==> src/rtl/ahb_input_port.sv <==
// AHB-Lite slave that synchronises and debounces 16 switches and 2 push-buttons,
// exposes them as read-only registers and raises a level IRQ on button presses.
module ahb_input_port #(
  parameter int unsigned DEBOUNCE_CYCLES = 16
) (
  input  logic        HCLK,
  input  logic        HRESET,
  input  logic        HSEL,
  input  logic [31:0] HADDR,
  input  logic [1:0]  HTRANS,
  input  logic        HWRITE,
  input  logic [2:0]  HSIZE,
  input  logic        HREADY,
  input  logic [31:0] HWDATA,
  output logic [31:0] HRDATA,
  output logic        HREADYOUT,
  output logic        HRESP,
  input  logic [15:0] Switches,
  input  logic [1:0]  Buttons,
  output logic        IRQ
);

  localparam int unsigned NumIn  = 18;
  localparam logic [15:0] CntMax = 16'(DEBOUNCE_CYCLES - 1);

  localparam logic [1:0] AddrSw  = 2'd0;
  localparam logic [1:0] AddrBtn = 2'd1;
  localparam logic [1:0] AddrEvt = 2'd2;
  localparam logic [1:0] AddrIen = 2'd3;

  // Bits [15:0] are the switches, bits [17:16] the buttons.
  logic [NumIn-1:0]       raw;
  logic [NumIn-1:0]       sync1_q, sync2_q;
  logic [NumIn-1:0]       stable_q, stable_d;
  logic [NumIn-1:0][15:0] cnt_q, cnt_d;

  logic       trans_valid;
  logic       wr_q, rd_q;
  logic [1:0] addr_q;

  logic [1:0] evt_q, evt_d;
  logic [1:0] ien_q, ien_d;
  logic [1:0] evt_rise, evt_clr;
  logic       irq_q;

  // Only HADDR[3:2] is decoded, and all accesses are treated as full words.
  logic unused_bus;
  assign unused_bus = ^{HADDR[31:4], HADDR[1:0], HTRANS[0], HSIZE, HWDATA[31:2]};

  assign raw = {Buttons, Switches};

  // Two-flop synchroniser on every asynchronous input.
  always_ff @(posedge HCLK or posedge HRESET) begin
    if (HRESET) begin
      sync1_q <= '0;
      sync2_q <= '0;
    end else begin
      sync1_q <= raw;
      sync2_q <= sync1_q;
    end
  end

  // Per-bit debouncer: count consecutive disagreeing edges, adopt the new level on the last one.
  always_comb begin
    stable_d = stable_q;
    cnt_d    = '0;
    for (int i = 0; i < NumIn; i++) begin
      if (sync2_q[i] != stable_q[i]) begin
        if (cnt_q[i] == CntMax) begin
          stable_d[i] = sync2_q[i];
        end else begin
          cnt_d[i] = cnt_q[i] + 16'd1;
        end
      end
    end
  end

  // Debouncer state.
  always_ff @(posedge HCLK or posedge HRESET) begin
    if (HRESET) begin
      stable_q <= '0;
      cnt_q    <= '0;
    end else begin
      stable_q <= stable_d;
      cnt_q    <= cnt_d;
    end
  end

  assign trans_valid = HSEL & HREADY & HTRANS[1];

  // Address phase capture; the data phase follows on the next cycle with no wait states.
  always_ff @(posedge HCLK or posedge HRESET) begin
    if (HRESET) begin
      wr_q   <= 1'b0;
      rd_q   <= 1'b0;
      addr_q <= '0;
    end else begin
      wr_q <= trans_valid & HWRITE;
      rd_q <= trans_valid & ~HWRITE;
      if (trans_valid) begin
        addr_q <= HADDR[3:2];
      end
    end
  end

  // Event flags and enables; a new button press wins over a simultaneous clear.
  always_comb begin
    evt_rise = stable_d[17:16] & ~stable_q[17:16];
    evt_clr  = (wr_q && addr_q == AddrEvt) ? HWDATA[1:0] : 2'b00;
    evt_d    = (evt_q & ~evt_clr) | evt_rise;
    ien_d    = (wr_q && addr_q == AddrIen) ? HWDATA[1:0] : ien_q;
  end

  // Register file and registered interrupt.
  always_ff @(posedge HCLK or posedge HRESET) begin
    if (HRESET) begin
      evt_q <= '0;
      ien_q <= '0;
      irq_q <= 1'b0;
    end else begin
      evt_q <= evt_d;
      ien_q <= ien_d;
      irq_q <= |(evt_q & ien_q);
    end
  end

  // Read data is driven only while a read is in its data phase.
  always_comb begin
    HRDATA = '0;
    if (rd_q) begin
      case (addr_q)
        AddrSw:  HRDATA = {16'h0000, stable_q[15:0]};
        AddrBtn: HRDATA = {30'h0, stable_q[17:16]};
        AddrEvt: HRDATA = {30'h0, evt_q};
        default: HRDATA = {30'h0, ien_q};
      endcase
    end
  end

  assign HREADYOUT = 1'b1;
  assign HRESP     = 1'b0;
  assign IRQ       = irq_q;

endmodule

==> config.mk <==
export PLATFORM = sky130hd
export DESIGN_NAME = ahb_input_port
export DESIGN_NICKNAME = d
export VERILOG_FILES = /design/src/rtl/ahb_input_port.sv
export SDC_FILE = /design/constraint.sdc
export NUM_CORES = 1
export LEC_CHECK = 0
export ABC_AREA = 1
export BUFFER_PORTS_ARGS = -buffer_cell sky130_fd_sc_hd__buf_2
export CORE_MARGIN = 5
export CORE_UTILIZATION = 41
export CTS_CLUSTER_DIAMETER = 80
export DETAILED_ROUTE_END_ITERATION = 16
export PLACE_DENSITY_LB_ADDON = 0.12
export RECOVER_POWER = 25
export SYNTH_ARGS = -nofsm -noshare
export SYNTH_HDL_FRONTEND = slang
export SYNTH_SLANG_ARGS = --single-unit
==> constraint.sdc <==
create_clock -name HCLK -period 10.85 [get_ports HCLK]
set_input_delay 1.085 -clock HCLK [delete_from_list [all_inputs] [get_ports HCLK]]
set_output_delay 1.085 -clock HCLK [all_outputs]
set_load 0.05 [all_outputs]
=== Yosys cells after proc, flatten, opt, wreduce, memory -nomap -nowiden ===
Cells that the tools add are included.

* Register bits after elaboration: 351
* Bits of input ports: 92
* Output and inout port bits: 35
* Word-level logic and storage cells: 174

* Add/sub/neg operators: 18
* Equality and inequality tests: 39
* Muxes and demuxes: 43
* Bitwise logic cells: 11
* Reduce and logical (&&, ||, !) cells: 20

{| class="wikitable"
|+ Operator list
! operator !! count
|-
| $mux 16 || 37
|-
| $add 16x1->16 const B || 18
|-
| $eq 16x4->1 const B || 18
|-
| $pmux 16 s3 || 1
|-
| $reduce_and 2->1 || 16
|-
| $ne 1x1->1 || 18
|-
| $and 2x2->2 || 3
|-
| $and 1x1->1 || 4
|-
| $eq 2x2->1 const B || 2
|-
| $mux 1 || 4
|-
| $not 2->2 || 2
|-
| $eq 2x1->1 const B || 1
|-
| $logic_and 1x1->1 || 2
|-
| $logic_not 2->1 || 1
|-
| $mux 2 || 1
|-
| $or 2x2->2 || 1
|-
| $reduce_or 2->1 || 1
|-
| $not 1->1 || 1
|}

=== Logic depth before layout (Yosys ltp) ===
* Word-level depth: 6
* Depth in mapped cells: 8
* Gate-level depth less buffers: 8

=== Least setup slack after synthesis ===
Ideal clock, no wire load.

* Path type: flip-flop to output port
* From: reg addr_q[1]
* To: out HRDATA[10]
* Arrival: 1.482 ns
* Required time: 9.765 ns
* Setup slack: 8.283 ns
* Cell stages (with the launch flop): 5
* Buffers on the path: 1
* Cells stage by stage: dfrtp_1 > nor2_1 > inv_1 > buf_2 > nor2_1

* Cells in the longest elaborated chain, start to end: 3
* Elaborated cells on any way between the ends: 5
* Classes of those cells: 2 x eq/ne; 2 x mux; 1 x reduce/logical

{| class="wikitable"
|+ RTL lines
! element !! RTL line !! source
|-
| start: declaration || 39 || <nowiki>logic [1:0] addr_q;</nowiki>
|-
| start signal: assignment || 101 || <nowiki>addr_q <= HADDR[3:2];</nowiki>
|-
| $eq 2x2->1, or another cell as far along || 131 || <nowiki>case (addr_q)</nowiki>
|-
| $pmux 16 s3 (*) || 131 ||
|-
| $mux 16 (*) || 130 || <nowiki>if (rd_q) begin</nowiki>
|-
| end: declaration || 15 || <nowiki>output logic [31:0] HRDATA,</nowiki>
|}

Mark *: on every way between the ends. The rest lies on a longest branch, timed or not.

==> impl_metrics.toml <==
[sta]
relSlewSlack_pct = -220.3
final.setup.tns_ns = 0
slew_viol_final = 110
setup_viol = 0
rsz0062_at_grt = "no"
max_freq_mhz = 188.1
worstMarginPinSlew_ns = 4.778
fin_skew_ns = 0.01620
period_needed_ns = 5.315
fin_crit_sh_pct = 48.99
finalHoldViolCount = 0
hold_slack_ns = 0.3462

[finish]
antenna_cells = 0
syn2layout_area_growth_pct = 11.47
layout_common_cells = "nand2_1, nor2_1, dfrtp_1"
nets = 2737
final_common_cell = "nand2_1"
finalNonFillerCells = 3261
drive_above_1_share_pct = 7.854

[global_route]
grt_start_max_net_pins = 173
overflow = 0
antenna_found_initial = 0
grt_pass1_vias = 14600
grt_util_all_layers_pct = 15.71
grt_pass1_wl_um = 68590

[clock_tree]
clock_path_buffers = 3
cts_buffers = 43
numClockSinks = 351
htreeDepth = 2
clockRootBuffer = "clkbuf_16"
cts_tree = "done"
cts-hold-fix-buffers = 0
cts_resized = 0
insertion_delay_ns = 0.57
clkSlewWorstSetupHoldPaths_ns = 0.06
cts_setup_buffers = 0

[drt]
vias = 15220
ant_nets = 0
drtIter0Drc = 827
drc_errors = 0
drt_pass1_iterations = 5
viasPerCell = 4.668
routed_wirelength_um = 38830
wl_per_cell_um = 11.91

[pwr]
power.density_mw_per_mm2 = 141.0
ir_drop_v = 0.0001217
p_int_mw = 2.268
combPwrFrac_pct = 4.4
netSwitchingFraction_pct = 23.38
p_leak_nw = 9.445
seqPwrFrac_pct = 46.3
switching_power_mw = 0.6920
p_clk_share_pct = 49.3

[synth]
syn_avg_cell_area_um2 = 7.359
synth.ff_latch_count = 351
ys_async_sr_fraction_pct = 100.0
synthDistinctLibCells = 34
yosysWarnings = 0
ys_seq_area_share_pct = 46.64
synth_edf_count = 0
syn-cell-area_mm2 = 0.01883
ys.flop_type = "dfrtp_1"
postSynthCellCount = 2559

[critical_path]
endpoint_kind = "asynchronous set/reset pin"
crit_path_start_kind = "input port"
path_class = "input port to asynchronous set/reset pin"
reg2regPathDepth = 4
required_ns = 11.39
cp_max_fo = 172
cp_data_arrival_time_ns = 5.85

[place]
gp_congestion = 0.8785
hpwlAfterDp_um = 27320
io_buffers = 44
dp_cells = 3182

[job]
drv_cap = 1

[floorplan]
start_util_pct = 41.49
coreArea_mm2 = 0.04538
chipHeight_um = 224.3
placementRows = 78
io_pins = 127
dieArea_mm2 = 0.05032
fp.dieW_um = 224.3

[run_status]
violations = "capacitance limit, slew limit"
status = "finished, violations left"

[hold_path]
hold_path_depth = 0
hp-class = "flip-flop to flip-flop"
## per-layer routing
metal,vias to the layer above,global-route usage [%],wire length (um)
li1,8007,-,-
met1,6981,22.12,19270
met2,178,25.12,17340
met3,55,2.506,1315
met4,0,4.911,908
met5,-,0,0
## state kept, by name, indices dropped and copies added (netlist names)
signal    cells
addr_q        2
evt_q         2
rd_q          1
IRQ           1
stable_q     18
ien_q         2
cnt_q       288
wr_q          1
sync1_q      18
sync2_q      18
## synth_stat cells, drive strengths merged, types with 2 or more instances
master	number	area [um2]
dfrtp	351	8783
o21bai	6	45.04
ha	18	225.2
nand4	82	513.0
buf	28	191.4
a21oi	22	113.9
nand3	106	540.5
inv	309	1160
or2	3	18.77
xor2	66	578.1
xnor2	40	350.3
clkbuf	11	41.29
nor2	623	2556
conb	2	7.510
o21ai	72	360.3
nor3	34	265.3
nand2	781	3037
## power groups by stage
stage	clock network (mW)	registers [mW]	logic (mW)
detailed placement	0	1.39	0.137
finish	1.46	1.37	0.130
global placement	0	1.39	0.136
floorplan	0	1.39	0.103
CTS	1.52	1.37	0.137
global route	1.57	1.37	0.153
## per-stage QoR
stage / util [%] / worst slack (ns) / area [um2] / total power [mW]
floorplan: - / 0.02982 / 18890 / 1.496
global placement: 43.33 / 7.131 / 19660 / 1.529
detailed placement: 43.33 / 7.116 / 19660 / 1.530
CTS: 46.54 / 7.353 / 21120 / 3.026
global route: 46.25 / 4.325 / 20990 / 3.095
finish: 46.25 / 5.535 / 20990 / 2.960
## critical path: stages
cell,delay (ns)
buf_2,0.10
clkinvlp_2,2.66
buf_4,1.06
buf_12,0.61
## cell type report
type	count	area, um2
Timing Repair Buffer	46	246.5
Clock inverter	13	162.7
Sequential cell	351	8783
Tap cell	600	750.7
Clock buffer	66	1294
Multi-Input combinational cell	1876	8592
Inverter	309	1161
Fill cell	4540	24390
## path summary, 6_finish.rpt
path	start	end	slack (ns)
worst max-delay path	HRESET	sync1_q[10]	5.53
worst min-delay path	sync1_q[9]	sync2_q[9]	0.35
worst max register to register	stable_q[1]	cnt_q[30]	9.12
worst min register to register	sync1_q[9]	sync2_q[9]	0.35
max in group HCLK	addr_q[0]	HRDATA[7]	7.44
min in group asynchronous	HRESET	cnt_q[27]	1.98
## kinds of logic (layout without fill, tap and decap cells)
logic type / Yosys count / count (layout) / synth area share (%)
muxes: 1 / 1 / 0.05980
DFF: 351 / 351 / 46.64
other: 2 / 18 / 0.03988
adders and majority gates: 18 / 18 / 1.196
buffers and inverters: 348 / 434 / 7.395
and+or+nand+nor: 1630 / 1630 / 36.84
AOI/OAI and AO/OA: 103 / 103 / 2.890
xor gates and xnor gates: 106 / 106 / 4.930
(Power assumes the default switching activity.)
